--- src/rtl/ysyx_25030081_lsu.sv ---
// rtl/ysyx_25030081_lsu.sv - RV32 load/store unit, one outstanding access over a valid/ready data port
// Lane data and strobes are computed at request accept so the mem_* outputs come straight from flops.
module ysyx_25030081_lsu #(
  parameter int DATA_WIDTH = 32
) (
  input  logic                  clk,
  input  logic                  rst_n,
  input  logic                  req_valid,
  output logic                  req_ready,
  input  logic                  req_wen,
  input  logic [1:0]            req_size,
  input  logic                  req_unsigned,
  input  logic [DATA_WIDTH-1:0] req_addr,
  input  logic [DATA_WIDTH-1:0] req_wdata,
  output logic                  resp_valid,
  input  logic                  resp_ready,
  output logic [DATA_WIDTH-1:0] resp_rdata,
  output logic                  resp_err,
  output logic                  mem_req_valid,
  input  logic                  mem_req_ready,
  output logic [DATA_WIDTH-1:0] mem_addr,
  output logic                  mem_wen,
  output logic [DATA_WIDTH-1:0] mem_wdata,
  output logic [3:0]            mem_wstrb,
  input  logic                  mem_rvalid,
  output logic                  mem_rready,
  input  logic [DATA_WIDTH-1:0] mem_rdata
);

  typedef enum logic [1:0] {S_IDLE, S_REQ, S_WAIT, S_RESP} state_e;

  state_e      state_q, state_d;
  logic        wen_q, wen_d;
  logic [1:0]  size_q, size_d;
  logic        uns_q, uns_d;
  logic [1:0]  off_q, off_d;
  logic [29:0] waddr_q, waddr_d;
  logic [31:0] wdata_q, wdata_d;
  logic [3:0]  wstrb_q, wstrb_d;
  logic [31:0] rdata_q, rdata_d;
  logic        err_q, err_d;

  logic        misaligned;
  logic [31:0] lane_wdata;
  logic [3:0]  lane_wstrb;
  logic [31:0] shifted;
  logic [31:0] load_data;

  always_comb begin
    misaligned = (req_size == 2'b11) ||
                 (req_size == 2'b01 && req_addr[0]) ||
                 (req_size == 2'b10 && req_addr[1:0] != 2'b00);
    case (req_size)
      2'b00: begin
        lane_wdata = {4{req_wdata[7:0]}};
        lane_wstrb = 4'b0001 << req_addr[1:0];
      end
      2'b01: begin
        lane_wdata = {2{req_wdata[15:0]}};
        lane_wstrb = 4'b0011 << req_addr[1:0];
      end
      default: begin
        lane_wdata = req_wdata;
        lane_wstrb = 4'b1111;
      end
    endcase
    if (!req_wen) lane_wstrb = 4'b0000;
  end

  always_comb begin
    shifted = mem_rdata >> {off_q, 3'b000};
    case (size_q)
      2'b00:   load_data = {{24{~uns_q & shifted[7]}}, shifted[7:0]};
      2'b01:   load_data = {{16{~uns_q & shifted[15]}}, shifted[15:0]};
      default: load_data = mem_rdata;
    endcase
  end

  always_comb begin
    state_d = state_q;
    wen_d   = wen_q;
    size_d  = size_q;
    uns_d   = uns_q;
    off_d   = off_q;
    waddr_d = waddr_q;
    wdata_d = wdata_q;
    wstrb_d = wstrb_q;
    rdata_d = rdata_q;
    err_d   = err_q;
    case (state_q)
      S_IDLE: begin
        if (req_valid) begin
          wen_d   = req_wen;
          size_d  = req_size;
          uns_d   = req_unsigned;
          off_d   = req_addr[1:0];
          waddr_d = req_addr[31:2];
          wdata_d = lane_wdata;
          wstrb_d = lane_wstrb;
          rdata_d = 32'h0;
          err_d   = misaligned;
          state_d = misaligned ? S_RESP : S_REQ;
        end
      end
      S_REQ: begin
        if (mem_req_ready) state_d = wen_q ? S_RESP : S_WAIT;
      end
      S_WAIT: begin
        if (mem_rvalid) begin
          rdata_d = load_data;
          state_d = S_RESP;
        end
      end
      S_RESP: begin
        if (resp_ready) state_d = S_IDLE;
      end
      default: state_d = S_IDLE;
    endcase
  end

  always_ff @(posedge clk or negedge rst_n) begin
    if (!rst_n) begin
      state_q <= S_IDLE;
      wen_q   <= 1'b0;
      size_q  <= 2'b00;
      uns_q   <= 1'b0;
      off_q   <= 2'b00;
      waddr_q <= 30'h0;
      wdata_q <= 32'h0;
      wstrb_q <= 4'h0;
      rdata_q <= 32'h0;
      err_q   <= 1'b0;
    end else begin
      state_q <= state_d;
      wen_q   <= wen_d;
      size_q  <= size_d;
      uns_q   <= uns_d;
      off_q   <= off_d;
      waddr_q <= waddr_d;
      wdata_q <= wdata_d;
      wstrb_q <= wstrb_d;
      rdata_q <= rdata_d;
      err_q   <= err_d;
    end
  end

  assign req_ready     = (state_q == S_IDLE);
  assign mem_req_valid = (state_q == S_REQ);
  assign mem_rready    = (state_q == S_WAIT);
  assign resp_valid    = (state_q == S_RESP);
  assign mem_addr      = {waddr_q, 2'b00};
  assign mem_wen       = wen_q;
  assign mem_wdata     = wdata_q;
  assign mem_wstrb     = wstrb_q;
  assign resp_rdata    = rdata_q;
  assign resp_err      = err_q;

endmodule

--- config.mk ---
export PLATFORM = sky130hd
export DESIGN_NAME = ysyx_25030081_lsu
export DESIGN_NICKNAME = d
export VERILOG_FILES = /design/src/rtl/ysyx_25030081_lsu.sv
export SDC_FILE = /design/constraint.sdc
export NUM_CORES = 1
export LEC_CHECK = 0
export BUFFER_PORTS_ARGS = -buffer_cell sky130_fd_sc_hd__buf_2
export CAP_MARGIN = 5
export CORE_MARGIN = 2
export CORE_UTILIZATION = 52
export DETAILED_ROUTE_END_ITERATION = 12
export GPL_ROUTABILITY_DRIVEN = 1
export PLACE_DENSITY = 0.86
export SLEW_MARGIN = 20
export SYNTH_ARGS = -nofsm -noshare
export SYNTH_HDL_FRONTEND = slang
export SYNTH_SLANG_ARGS = --single-unit
--- constraint.sdc ---
create_clock -name clk -period 3.3 [get_ports clk]
set_clock_uncertainty 0.1 [all_clocks]
set_input_delay 0.495 -clock clk [delete_from_list [all_inputs] [get_ports clk]]
set_output_delay 0.495 -clock clk [all_outputs]
set_load 0.005 [all_outputs]
# == Word-level counts from Yosys, hierarchy flattened ==
# Index checks and enable logic that the tools add are counted.
# classes
muxes,14
shift,3
n_reduce_logical,12
n_eq_ne,11
bitwise_logic,3
# ops
operator,n
$pmux 32 s2,3
$mux 32,2
$shr 32x5->16,1
$mux 2,5
$eq 2x2->1 const B,4
$pmux 2 s4,1
$pmux 4 s2,1
$eq 2x1->1 const B,3
$logic_not 2->1,3
$mux 4,1
$ne 2x1->1 const B,2
$ne 2x2->1 const B,2
$reduce_and 4->1,1
$reduce_bool 2->1,2
$shl 1x2->4 const A,1
$shl 2x2->4 const A,1
$reduce_and 3->1,1
$and 1x1->1,2
$logic_and 1x1->1,2
$logic_or 1x1->1,2
$reduce_and 2->1,1
$mux 1,1
$not 1->1,1
# totals
out_inout_bits,106
in_bits,106
ff_bits,107
elab_cells,53

# == Longest topological paths before layout ==
# depth
word_depth,7
depth_mapped,7
ltp_nobuf,6

# == Worst setup path before layout ==
# OpenSTA, ideal clock, no wires.
# synth_path
kind,reg-to-reg
startpoint,register state_q[0]
endpoint,register rdata_q[21] (netlist: resp_rdata[21])
setup_time_ns,0.074
synth_period_minus_slack_ns,1.907
t_required_ns,3.126
path_buffers,2
slack_ns,1.393
stages_incl_launch_ff,8
t_arrival_ns,1.733
cell_sequence,dfrtp_1 inv_1 ha_1 nor2b_1 or4_1 clkbuf_2 buf_6 o21ai_2
# synth_via
elab_chain_len,3
elab_cells_between_ends,7
cone_classes,3 x eq/ne; 1 x mux; 3 x reduce/logical
# synth_lines
element,line,source
from (decl),32,"state_e state_q, state_d;"
from (signal assigned),134,state_q <= state_d;
$logic_not 2->1 *,--,
via req_ready,9,"output logic req_ready,"
$ne 2x2->1 (no line) or $reduce_bool 2->1 (tied branches),--,
$reduce_and 3->1 (no line),--,
to (signal assigned),142,rdata_q <= rdata_d;
to (decl),40,"logic [31:0] rdata_q, rdata_d;"
# The timed path passes the listed nets; every way through them passes the cells marked *.
# A chain may end at the register's enable or synchronous reset.

# == Worst setup path in the final report ==
# layout_path
startpoint,register state_q[0]
endpoint,register rdata_q[12] (netlist: resp_rdata[12])
# layout_via
elab_chain_len,3
elab_cells_between_ends,7
cone_classes,3 x eq/ne; 1 x mux; 3 x reduce/logical
# layout_lines
element,line,source
$eq 2x2->1 or $logic_not 2->1 (tied branches),90,case (state_q)
$ne 2x2->1 (no line) or $reduce_bool 2->1 (tied branches),--,
$reduce_and 3->1 (no line),--,
# Several ways; a longest one is shown, not always the timed one.

==> impl_metrics.toml <==
[synth]
postSynthCellCount = 448
syn_area_um2 = 4970
synth_ff_type = "dfrtp_1"
synth_top_area_frac = 0.538
async_reset_ff_frac = 1.00
synth_seq_cells = 107
synth_area_leaders = "dfrtp_1, mux2_2, mux2i_1, o21ai_0, a22oi_1"
yosysSeqAreaShare = 0.538
syn_area_per_cell_um2 = 11.1
synth-warning-count = 0
synthDistinctLibCells = 36
synth_edf_count = 0
synth_area_leader_cell = "dfrtp_1"

[layout]
drive_above_1_share = 0.447
diodes = 0
area_delta_synth_final_pct = 26.2
fin_nets = 755

[global_routing]
grt_pass1_wl_mm = 19.6
grt_pass1_vias = 4162
grt_max_degree = 99
met1_usage = 0.310
antenna_found_initial = 0
grt_use_met3 = 0.0602
gr-total-overflow = 0
grt_use_met2 = 0.388
track_usage = 0.239
grt-busiest-layer = "met2"

[critical_path]
cp_max_fo = 17
critPathSlowestCell = "or4_1"
path_buf_inv = 1
reg2reg_depth = 6
crit_path_max_incr_delay_ns = 0.65
end_kind = "register"
path_cells = "inv_1, ha_1, nor2b_1, or4_1, nand2b_4, o211ai_1"
crit_family = "simple AND/OR/NAND/NOR gates"
arrival_ns = 2.61
critPathLaunchType = "register"
critPathRequiredTime_ns = 3.44
cp.depth = 6
path_class = "reg2reg"

[placement]
routabilityCongestion = 0.859
dp_hpwl_mm = 9.06
io_buffers = 209

[drt]
drt_iter0_markers = 159
totalWireLength_mm = 12.4
drtAntennaViolNets = 0
vias = 4223
via_per_inst = 5.43
drc = 0
drtPass1Iterations = 5
drt-wirelength-per-cell_um = 16.0

[outcome]
outcome = "finished clean"

[timing]
rsz0062_at_grt = "false"
worst_hold_slack_ns = 0.0969
tightest_slew_ns = 1.01
timing.final.crit_period_ns = 2.47
max_freq_mhz = 405
slew_viol_final = 0
tns_ns = 0
hold_viol = 0
setup_viol = 0
relSlewSlack = 0.329
fin_crit_sh = 0.747

[job]
maxCapViolCount = 0

[floorplanning]
ioPinCount = 212
die_area_um2 = 10400
core-area_um2 = 9240
initial_core_util = 0.538
rows = 35
fp.dieH_um = 102
die_w_um = 102

[cts]
post_cts_buffers = 0
numCtsBuffers = 9
clockRootBuffer = "clkbuf_8"
cts_tree = "yes"
clk_latency_ns = 0.36
cts_buffer_depth = 2
clock-sinks = 107
postCtsHoldBufs = 0
ctsResizeCount = 0
path_clk_slew_ns = 0.11
cts_max_level = 3

[power]
p_leak_nw = 3.21
vdd_drop_max_uv = 361
total_power_mw = 5.39
cellPowerDensity_nw_per_um2 = 858

[worst_hold_path]
hp-class = "in2async"
==> power breakdown <==
group | internal, mW | leakage, nW | switching (mW) | total [mW]
Sequential | 1.92 | 1.34 | 0.411 | 2.33
Clock | 0.302 | 0.0868 | 0.467 | 0.770
Combinational | 1.12 | 1.78 | 1.17 | 2.29
==> stage by stage <==
| step | cell area (um^2) | setup WS (ns) | instances | util |
|---|---|---|---|---|
| floorplan | 4980 | 1.39 | 449 | - |
| detailed placement | 6090 | 0.825 | 762 | 0.659 |
| global placement | 6090 | 0.973 | 762 | 0.659 |
| CTS | 6270 | 0.800 | 778 | 0.679 |
| global route | 6280 | 0.614 | 778 | 0.679 |
| finish | 6280 | 0.834 | 778 | 0.679 |
==> area by class of cell <==
class / instances / area (um^2)
Multi-Input combinational cell: 307 / 2150
Clock buffer: 10 / 138
Sequential cell: 107 / 2680
Inverter: 6 / 22.5
Fill cell: 708 / 2960
Tap cell: 129 / 161
Clock inverter: 6 / 47.5
Timing Repair Buffer: 213 / 1080
==> flip-flops by register name (all words and copies together) (netlist names) <==
name / cells
mem_wdata: 32
mem_wen: 1
mem_wstrb: 4
off_q: 2
resp_err: 1
resp_rdata: 32
size_q: 2
state_q: 2
uns_q: 1
waddr_q: 30
==> cell families (layout without fill, tap and decap cells) <==
kind of cell / after synthesis / count (layout) / share of synthesized area
compound gates: 125 / 125 / 0.157
fa+ha+maj: 5 / 5 / 0.0126
buf+inv: 35 / 235 / 0.0329
flops: 107 / 107 / 0.538
mux: 79 / 79 / 0.173
other cells: 1 / 2 / 0.000754
simple gates: 96 / 96 / 0.0860
==> Yosys cell counts, types with 2 or more instances <==
master / count
buf_2: 4
o21ai_0: 50
clkbuf_1: 13
buf_1: 6
mux2i_1: 34
buf_4: 3
nand2b_1: 9
o21ai_2: 10
nor2b_1: 3
dfrtp_1: 107
a21oi_1: 25
mux2_2: 44
o211ai_1: 8
nor2_1: 28
ha_1: 5
nor3_1: 3
a22oi_1: 25
nand3_1: 3
inv_1: 6
buf_6: 2
nand2_1: 45
==> routing by layer <==
metal  share of wire  wire length, um
met1            0.41             5110
met5               0                0
met4           0.025              307
met2            0.48             6000
met3           0.082             1020
==> worst paths after layout <==
kind | startpoint | to | slack [ns]
setup / recovery | state_q[0]$_DFFE_PN0P_ | resp_rdata[12]$_DFFE_PN0P_ | 0.83
hold / removal | rst_n | waddr_q[17]$_DFFE_PN0P_ | 0.1
setup reg to reg | state_q[0]$_DFFE_PN0P_ | resp_rdata[12]$_DFFE_PN0P_ | 0.83
hold reg to reg | mem_wdata[8]$_DFFE_PN0P_ | mem_wdata[8]$_DFFE_PN0P_ | 0.38
max in group asynchronous | rst_n | mem_wdata[0]$_DFFE_PN0P_ | 2.31
min in group clk | req_addr[15] | waddr_q[13]$_DFFE_PN0P_ | 0.25
==> placed cells by master, fill, tap and decap left out, types with 2 or more instances in the layout <==
master	n
a21oi_1	25
a22oi_1	25
buf_2	208
buf_4	4
clkbuf_8	10
clkinvlp_4	3
conb_1	2
dfrtp_1	107
ha_1	5
inv_1	6
mux2_2	44
mux2i_1	34
nand2_1	44
nand2b_1	9
nand3_1	3
nor2_1	28
nor2b_1	3
nor3_1	2
o211ai_1	8
o21ai_0	50
o21ai_2	10
Power figures use the tool's default switching activity.
